`config.mk`:
```
export PLATFORM = sky130hd
export DESIGN_NAME = alu8_seq
export DESIGN_NICKNAME = d
export VERILOG_FILES = /design/src/rtl/alu8_seq.sv
export SDC_FILE = /design/constraint.sdc
export NUM_CORES = 1
export LEC_CHECK = 0
export ABC_AREA = 1
export BUFFER_PORTS_ARGS = -buffer_cell sky130_fd_sc_hd__clkbuf_2
export CAP_MARGIN = 20
export CORE_MARGIN = 2
export CORE_UTILIZATION = 50
export CTS_CLUSTER_DIAMETER = 40
export DETAILED_ROUTE_END_ITERATION = 8
export PLACE_DENSITY = 0.69
export SLEW_MARGIN = 20
export SYNTH_ARGS = -nofsm -noshare
export SYNTH_HDL_FRONTEND = slang
export SYNTH_SLANG_ARGS = --single-unit
```
`constraint.sdc`:
```
create_clock -name clk -period 3.2 [get_ports clk]
set_input_delay 0.64 -clock clk [delete_from_list [all_inputs] [get_ports clk]]
set_output_delay 0.64 -clock clk [all_outputs]
set_load 0.01 [all_outputs]
```
`src/rtl/alu8_seq.sv`:
```
// alu8_seq: sequential ALU with single-cycle logic/arith ops and iterative unsigned MUL/DIV
module alu8_seq #(
  parameter int WIDTH = 8,
  parameter int ITER  = 8
) (
  input  logic             clk,
  input  logic             rst_n,
  input  logic [WIDTH-1:0] a,
  input  logic [WIDTH-1:0] b,
  input  logic [3:0]       op,
  input  logic             start,
  output logic             busy,
  output logic             done,
  output logic [WIDTH-1:0] result,
  output logic [WIDTH-1:0] result_hi,
  output logic             flag_z,
  output logic             flag_c,
  output logic             flag_n,
  output logic             flag_v
);
  localparam int M = WIDTH - 1;
  localparam int CW = $clog2(ITER + 1);
  localparam logic [3:0] OP_ADD = 4'h0;
  localparam logic [3:0] OP_SUB = 4'h1;
  localparam logic [3:0] OP_AND = 4'h2;
  localparam logic [3:0] OP_OR  = 4'h3;
  localparam logic [3:0] OP_XOR = 4'h4;
  localparam logic [3:0] OP_NOT = 4'h5;
  localparam logic [3:0] OP_SHL = 4'h6;
  localparam logic [3:0] OP_SHR = 4'h7;
  localparam logic [3:0] OP_MUL = 4'h8;
  localparam logic [3:0] OP_DIV = 4'h9;
  typedef enum logic [1:0] {S_IDLE, S_ITER, S_DONE} state_t;
  state_t state_q, state_d;
  logic [CW-1:0] cnt_q, cnt_d;
  logic [WIDTH-1:0] opa_q, opb_q, acc_q, acc_d, lo_q, lo_d;
  logic [WIDTH-1:0] res_q, res_d, hi_q, hi_d;
  logic [3:0] op_q;
  logic z_q, c_q, n_q, v_q, z_d, c_d, n_d, v_d, done_q;
  logic accept, long_op, div_ge;
  logic [WIDTH:0] mul_sum, div_t, sum, dif;
  logic [WIDTH-1:0] div_r;
  assign accept = state_q == S_IDLE && start;
  assign long_op = (op == OP_MUL || op == OP_DIV) && b != '0;
  always_ff @(posedge clk) begin
    if (!rst_n) begin
      state_q <= S_IDLE;
      cnt_q <= '0;
      acc_q <= '0;
      lo_q <= '0;
      opa_q <= '0;
      opb_q <= '0;
      op_q <= '0;
      done_q <= 1'b0;
      res_q <= '0;
      hi_q <= '0;
      {z_q, c_q, n_q, v_q} <= '0;
    end else begin
      state_q <= state_d;
      cnt_q <= cnt_d;
      acc_q <= acc_d;
      lo_q <= lo_d;
      if (accept) begin
        opa_q <= a;
        opb_q <= b;
        op_q <= op;
      end
      done_q <= state_q == S_DONE;
      if (state_q == S_DONE) begin
        res_q <= res_d;
        hi_q <= hi_d;
        {z_q, c_q, n_q, v_q} <= {z_d, c_d, n_d, v_d};
      end
    end
  end
  always_comb begin
    state_d = state_q;
    if (accept) state_d = long_op ? S_ITER : S_DONE;
    else if (state_q == S_ITER && cnt_q == CW'(1)) state_d = S_DONE;
    else if (state_q == S_DONE) state_d = S_IDLE;
  end
  // acc holds the product high byte / running remainder; lo holds multiplier / dividend-then-quotient
  assign mul_sum = {1'b0, acc_q} + (lo_q[0] ? {1'b0, opa_q} : '0);
  assign div_t = {acc_q, lo_q[M]};
  assign div_ge = div_t >= {1'b0, opb_q};
  assign div_r = div_t[M:0] - opb_q;
  always_comb begin
    cnt_d = cnt_q;
    acc_d = acc_q;
    lo_d = lo_q;
    if (accept) begin
      cnt_d = CW'(ITER);
      acc_d = '0;
      lo_d = op == OP_MUL ? b : a;
    end else if (state_q == S_ITER) begin
      cnt_d = cnt_q - CW'(1);
      acc_d = op_q == OP_MUL ? mul_sum[WIDTH:1] : (div_ge ? div_r : div_t[M:0]);
      lo_d = op_q == OP_MUL ? {mul_sum[0], lo_q[M:1]} : {lo_q[M-1:0], div_ge};
    end
  end
  assign sum = {1'b0, opa_q} + {1'b0, opb_q};
  assign dif = {1'b0, opa_q} - {1'b0, opb_q};
  always_comb begin
    res_d = '0;
    hi_d = '0;
    c_d = 1'b0;
    v_d = 1'b0;
    case (op_q)
      OP_ADD: begin
        {c_d, res_d} = sum;
        v_d = opa_q[M] == opb_q[M] && sum[M] != opa_q[M];
      end
      OP_SUB: begin
        {c_d, res_d} = dif;
        v_d = opa_q[M] != opb_q[M] && dif[M] != opa_q[M];
      end
      OP_AND: res_d = opa_q & opb_q;
      OP_OR:  res_d = opa_q | opb_q;
      OP_XOR: res_d = opa_q ^ opb_q;
      OP_NOT: res_d = ~opa_q;
      OP_SHL: begin
        res_d = {opa_q[M-1:0], 1'b0};
        c_d = opa_q[M];
      end
      OP_SHR: begin
        res_d = {1'b0, opa_q[M:1]};
        c_d = opa_q[0];
      end
      OP_MUL: begin
        res_d = lo_q;
        hi_d = acc_q;
        c_d = |acc_q;
      end
      OP_DIV: begin
        res_d = opb_q == '0 ? '1 : lo_q;
        hi_d = opb_q == '0 ? opa_q : acc_q;
        v_d = opb_q == '0;
      end
      default: ;
    endcase
    z_d = op_q == OP_MUL ? ~|{hi_d, res_d} : ~|res_d;
    n_d = res_d[M];
  end
  assign busy = state_q == S_ITER;
  assign done = done_q;
  assign result = res_q;
  assign result_hi = hi_q;
  assign flag_z = z_q;
  assign flag_c = c_q;
  assign flag_n = n_q;
  assign flag_v = v_q;
endmodule

```
Word-level counts from Yosys, hierarchy flattened
Cells that the tools add are included.
Word-level totals
  flip-flop bits (word level): 63
  input port bits: 23
  output and inout bits: 22
  logic and storage cells: 82
Operators by class
  order comparisons: 1
  bitwise operators: 5
  $add $sub $neg: 5
  equality and inequality tests: 18
  mux-type cells: 20
  reductions and logical operators: 18
Operators by type and width (number)
  $pmux 8 s10: 1
  $mux 8: 9
  $add 8x8->9: 2
  $eq 4x3->1 const B: 4
  $eq 4x4->1 const B: 4
  $pmux 8 s2: 1
  $reduce_or 16->1: 1
  $reduce_or 8->1: 2
  $ge 9x8->1: 1
  $sub 8x8->9: 1
  $and 8x8->8: 1
  $eq 4x1->1 const B: 2
  $eq 4x2->1 const B: 2
  $logic_not 8->1: 1
  $mux 2: 4
  $mux 4: 2
  $not 8->8: 1
  $or 8x8->8: 1
  $reduce_bool 8->1: 1
  $sub 8x8->8: 1
  $xor 8x8->8: 1
  $logic_and 1x1->1: 5
  $pmux 1 s5: 1
  $logic_not 4->1: 1
  other kinds (14): 17

Depth between registers and ports, before layout
  depth in word-level cells: 6
  gate-level depth with buffers: 19
  mapped depth without buffers: 18

Worst setup path after synthesis
No wires, ideal clock.
  kind: register to register
  start: register lo_q[0]
  end: register acc_q[5]
  buffers on the path: 1
  arrival time: 2.027 ns
  setup slack: 1.117 ns
  library setup time: 0.056 ns
  data required time: 3.144 ns
  clock period less this slack: 2.083 ns
  cell stages (with the launch flop): 20
  path through: dfxtp_1 -> clkbuf_1 -> nand2_1 -> inv_1 -> ha_1 -> inv_1 -> fa_1 -> inv_1 -> nand3_1 -> nand3_1 -> nand2_1 -> nand2_1 -> a21oi_1 -> nand2_1 -> nand2_1 -> o21ai_0 -> inv_1 -> nand3_1 -> nand2_1 -> inv_1
Between the ends
  word-level cells in the longest chain between the ends: 3
RTL lines
  start, declared: line 36  | logic [WIDTH-1:0] opa_q, opb_q, acc_q, acc_d, lo_q, lo_d;
  start signal, assigned: line 62  | lo_q <= lo_d;
  $mux 8: line 83  | assign mul_sum = {1'b0, acc_q} + (lo_q[0] ? {1'b0, opa_q} : '0);
  $add 8x8->9: line 83
  $mux 8: line 97  | acc_d = op_q == OP_MUL ? mul_sum[WIDTH:1] : (div_ge ? div_r : div_t[M:0]);
  end signal, assigned: line 49  | acc_q <= '0;
  end signal, assigned: line 61  | acc_q <= acc_d;
  end, declared: line 36
Every way passes these cells.
A chain may end at the register's enable or synchronous reset.

Worst setup path in the final report
  start: register opa_q[1]
  end: register z_q, in the netlist flag_z
Between the ends
  word-level cells in the longest chain between the ends: 5
  elaborated cells on any way between the ends: 14
  those cells by class: add/sub: 2; mux: 4; bitwise: 4; reduce/logical: 4
RTL lines
  start, declared: line 36
  start signal, assigned: line 51  | opa_q <= '0;
  start signal, assigned: line 64  | opa_q <= a;
  $sub 8x8->9 (tied with other cells): line 102  | assign dif = {1'b0, opa_q} - {1'b0, opb_q};
  $pmux 8 s10 / $pmux 8 s2 (equally long branches): line 108  | case (op_q)
  $reduce_or 16->1 / $reduce_or 8->1 (equally long branches): line 141  | z_d = op_q == OP_MUL ? ~|{hi_d, res_d} : ~|res_d;
  $logic_not 1->1: line 141
  $mux 1 *: line 141
  end signal, assigned: line 72  | {z_q, c_q, n_q, v_q} <= {z_d, c_d, n_d, v_d};
  end, declared: line 39  | logic z_q, c_q, n_q, v_q, z_d, c_d, n_d, v_d, done_q;
Mark *: on every way between the ends. The rest lies on a longest branch, timed or not.

==> impl_results.md <==
- Status: completed
- Buffers & Inverters on Critical Path: 2
- Post-Synth Adder-Cell Area: 12.2%
- GRT Total Usage: 31.0%
- Compound-gate portion of the synthesized area: 20.4%
- Post-synth EDFFs: 0
- Switching share of total power: 39.5%
- Max FO, Critical Path: 7
- Critical path's top delay family: simple AND/OR/NAND/NOR gates
- Initial antenna violation count: 0
- Critical path class: reg2reg
- Synth Cell Area: 5070 sq um
- CP arrival: 2.81 ns
- Synth Register Bits: 62
- Final hold vios: 0
- Comb pwr share: 32.9%
- Core Area: 9820 sq um
- Remaining antenna violation count: 0
- Met2 Use GR: 50.6%
- Share of layout cells above drive strength 1: 9.21%
- Root Driver: clkbuf_8
- Area contributors post-synth: dfxtp_1 24%, nand2_1 11%, ha_1 11%, inv_1 8.7%, nor2_1 8.0%
- Reg2reg setup slack: 0.67 ns
- Congestion Overflow GR: 0
- Number of library cell types mapped by synthesis: 35
- RR Startpoint: opa_q[1]$_SDFFE_PN0P_
- Die area: 11000 sq um
- PwrDens: 430 nW/um^2
- Setup bufs post-CTS: 0
- CP required: 3.49 ns
- Final HPWL from detailed placement: 13100 um
- Final setup violation count: 0
- Drt via density: 5.67
- Global-route wire length before repair: 27000 um
- Final Cycle Share: 78.9%
- Simple-gate area share of the yosys netlist: 29.5%
- Die W: 105 um
- Final Critical Period: 2.53 ns
- Routed WL: 16500 um
- Clk_lat worst skew: 0.36 ns
- Net Sw Power: 941 uW
- Num ports: 45
- Synthesized Nets: 880
- Row cnt: 36
- 1st-iter DRT viols: 404
- I/O Buffers: 44
- Iteration count of the initial detailed-routing pass: 5
- GR met1 Demand/Resource: 40.1%
- Clock buffer count from CTS: 9
- CTS Sinks: 62
- CP Capture Type: flop
- Chip height: 105 um
- Final nets: 912
- P_int: 1440 uW
- Leading area contributor after synthesis: dfxtp_1
- Clock Power Share: 29.5%
- Post-synthesis mux area share: 0%
- Pin count of the biggest net entering global routing: 51
- Met3 Resource Use GR: 5.24%
- H-tree depth: 3
- Crit Reg-Reg Endpoint: flag_z$_SDFFE_PN0P_
- PostCTS Resize Cnt: 0
- Sequential power share: 37.6%
- CTS Hold Bufs: 0
- CP endpoint: flag_z$_SDFFE_PN0P_
- Drt wl/cell: 16.9 um
- Pleak: 0.00276 uW
- Initial core utilization: 51.6%
- Highest Clock Rate: 0.396 GHz
- Ys async rst share: 0%
- Worst hold slack: 0.469 ns
- Gpl congestion: 1.04
- Startpoint Class: flop
- WP depth: 13
- Clk_skew: 0.0119 ns
- Share of the synthesized area in the top cell type: 24.5%
- Max incr delay on CP: 0.58 ns
- Max-cap violations: 0
- Rel. slew slack: 48.9%
- Crit path launch: opa_q[1]$_SDFFE_PN0P_
- Max Root-Sink Buffers: 2
- Synth-to-Final Area Change: 9.38%
- YS warnings: 0
- Worst IR Drop VDD: 0.000198 V
- Syn Area/Cell: 6.26 sq um
- XOR/XNOR share of the synthesized area: 1.55%
- Gate count after technology mapping: 810
- Slowest cell on the critical path: dfxtp_1
- Clock-pin slew on the worst setup and hold paths: 0.08 ns
- Cell mode on critical path: nand3_1
- Final slew viol count: 0
- CP Cell Sequence: inv_1 > fa_1 > inv_1 > nand3_1 > nand2_1 > nand2_1 > nand3_1 > o21ai_0 > nor2_1 > nand3_1 > nor2_1 > nand3_1 > a21oi_1
- Worst Reg2Reg Path Length in Cells: 13
- Via Count: 5555
- Tightest Pin Transition: 0.764 ns
- Post-Route Setup TNS: 0 ns
- Drc violations: 0
- Most used flip-flop cell after synthesis: dfxtp_1
- Part of the Yosys area used for sequential elements: 24.5%
- Hold Path Class: reg2reg
- Power, Total: 2380 uW
- Antenna Cells: 0
- Vias in the first global route: 5291
- CTS tree: yes
- Most used routing layer: met2
- Largest family of logic cells by synthesized area: simple AND/OR/NAND/NOR gates
- RSZ-0062 raised after global routing: false
per-stage QoR:
step	setup slack [ns]	cell area (sq um)	util, %	cells
6_report	0.675	5550	56.5	980
5_1_grt	0.356	5550	56.5	980
4_1_cts	0.655	5550	56.5	980
3_5_place_dp	0.674	5350	54.5	964
3_3_place_gp	0.688	5350	54.5	964
2_1_floorplan	1.12	5070	-	810
synthesized netlist by cell type (all sizes together), types with 3 or more instances:
cell	instances
nor4	4
clkbuf	17
nor3	6
inv	120
nand2	151
nand4	5
dfxtp	62
ha	43
o221ai	3
o21ai	77
buf	12
nand3b	4
xnor2	4
o211ai	9
fa	4
a31oi	3
nand3	72
xor2	5
o311ai	5
a21oi	79
nor2	110
o22ai	9
registers in the layout, summed over array words and instances, names as in the netlist:
register   count
acc_q          8
cnt_q          4
done           1
flag_c         1
flag_v         1
flag_z         1
lo_q           8
op_q           4
opa_q          8
opb_q          8
result         8
result_hi      8
state_q        2
cell families (layout without fill, tap and decap cells):
kind of cell / Yosys count / in the layout
AO/OA/AOI/OAI: 189 / 189
XOR/XNOR: 9 / 9
adder cells (fa/ha/maj): 47 / 47
buffers and inverters: 149 / 186
flip-flops: 62 / 62
AND/OR/NAND/NOR: 354 / 354
worst register-to-register path: cells and delay by family (launching register included):
family,cells,cell delay [ns]
compound gates,2,0.18
fa+ha+maj,1,0.50
buf+inv,2,0.41
flops,1,0.58
simple gates,8,0.76
worst min-delay path by stage:
| stage | start | end | slack [ns] | depth (start not counted) |
|---|---|---|---|---|
| 2_1_floorplan | cnt_q[2]$_SDFFE_PP0P_ | cnt_q[2]$_SDFFE_PP0P_ | 0.46 | 2 |
| 3_3_place_gp | flag_v$_SDFFE_PN0P_ | flag_v$_SDFFE_PN0P_ | 0.46 | 2 |
| 3_5_place_dp | flag_v$_SDFFE_PN0P_ | flag_v$_SDFFE_PN0P_ | 0.46 | 2 |
| 4_1_cts | flag_v$_SDFFE_PN0P_ | flag_v$_SDFFE_PN0P_ | 0.47 | 2 |
| 5_1_grt | flag_v$_SDFFE_PN0P_ | flag_v$_SDFFE_PN0P_ | 0.49 | 2 |
| 6_report | flag_v$_SDFFE_PN0P_ | flag_v$_SDFFE_PN0P_ | 0.47 | 2 |
power groups by stage:
stage	clock network (uW)	registers, uW	logic, uW
final	703	898	784
after CTS	716	895	773
after detailed placement	0	913	769
after global routing	756	906	884
after global placement	0	911	766
after floorplan	0	897	562
area by class of cell:
| class | instances | area (sq um) |
|---|---|---|
| Inverter | 120 | 450 |
| Clock buffer | 9 | 124 |
| Clock inverter | 7 | 72.6 |
| Tap cell | 133 | 166 |
| Multi-Input combinational cell | 599 | 3230 |
| Sequential cell | 62 | 1240 |
| Fill cell | 1005 | 4270 |
| Timing Repair Buffer | 50 | 265 |
per-layer routing:
layer / wire (um) / share of wire (%)
met1: 7170 / 43
met2: 7580 / 46
met3: 1130 / 6.8
met4: 671 / 4.1
met5: 0 / 0
cells in the final DEF (no fill, tap or decap), drive strengths merged:
cell,n
clkinv,3
o21ai,77
xor2,5
o211ai,9
o221ai,3
bufinv,1
nor4,4
o21bai,1
nand4,5
a41oi,1
o311ai,5
nand3,72
dfxtp,62
nor3b,1
buf,6
nand3b,4
o22ai,9
a21boi,1
clkbuf,53
nand2,151
fa,4
nor2,110
or2,1
clkinvlp,2
nor3,6
a21o,1
a21oi,79
a31oi,3
xnor2,4
ha,43
inv,121
(Power assumes the default switching activity.)
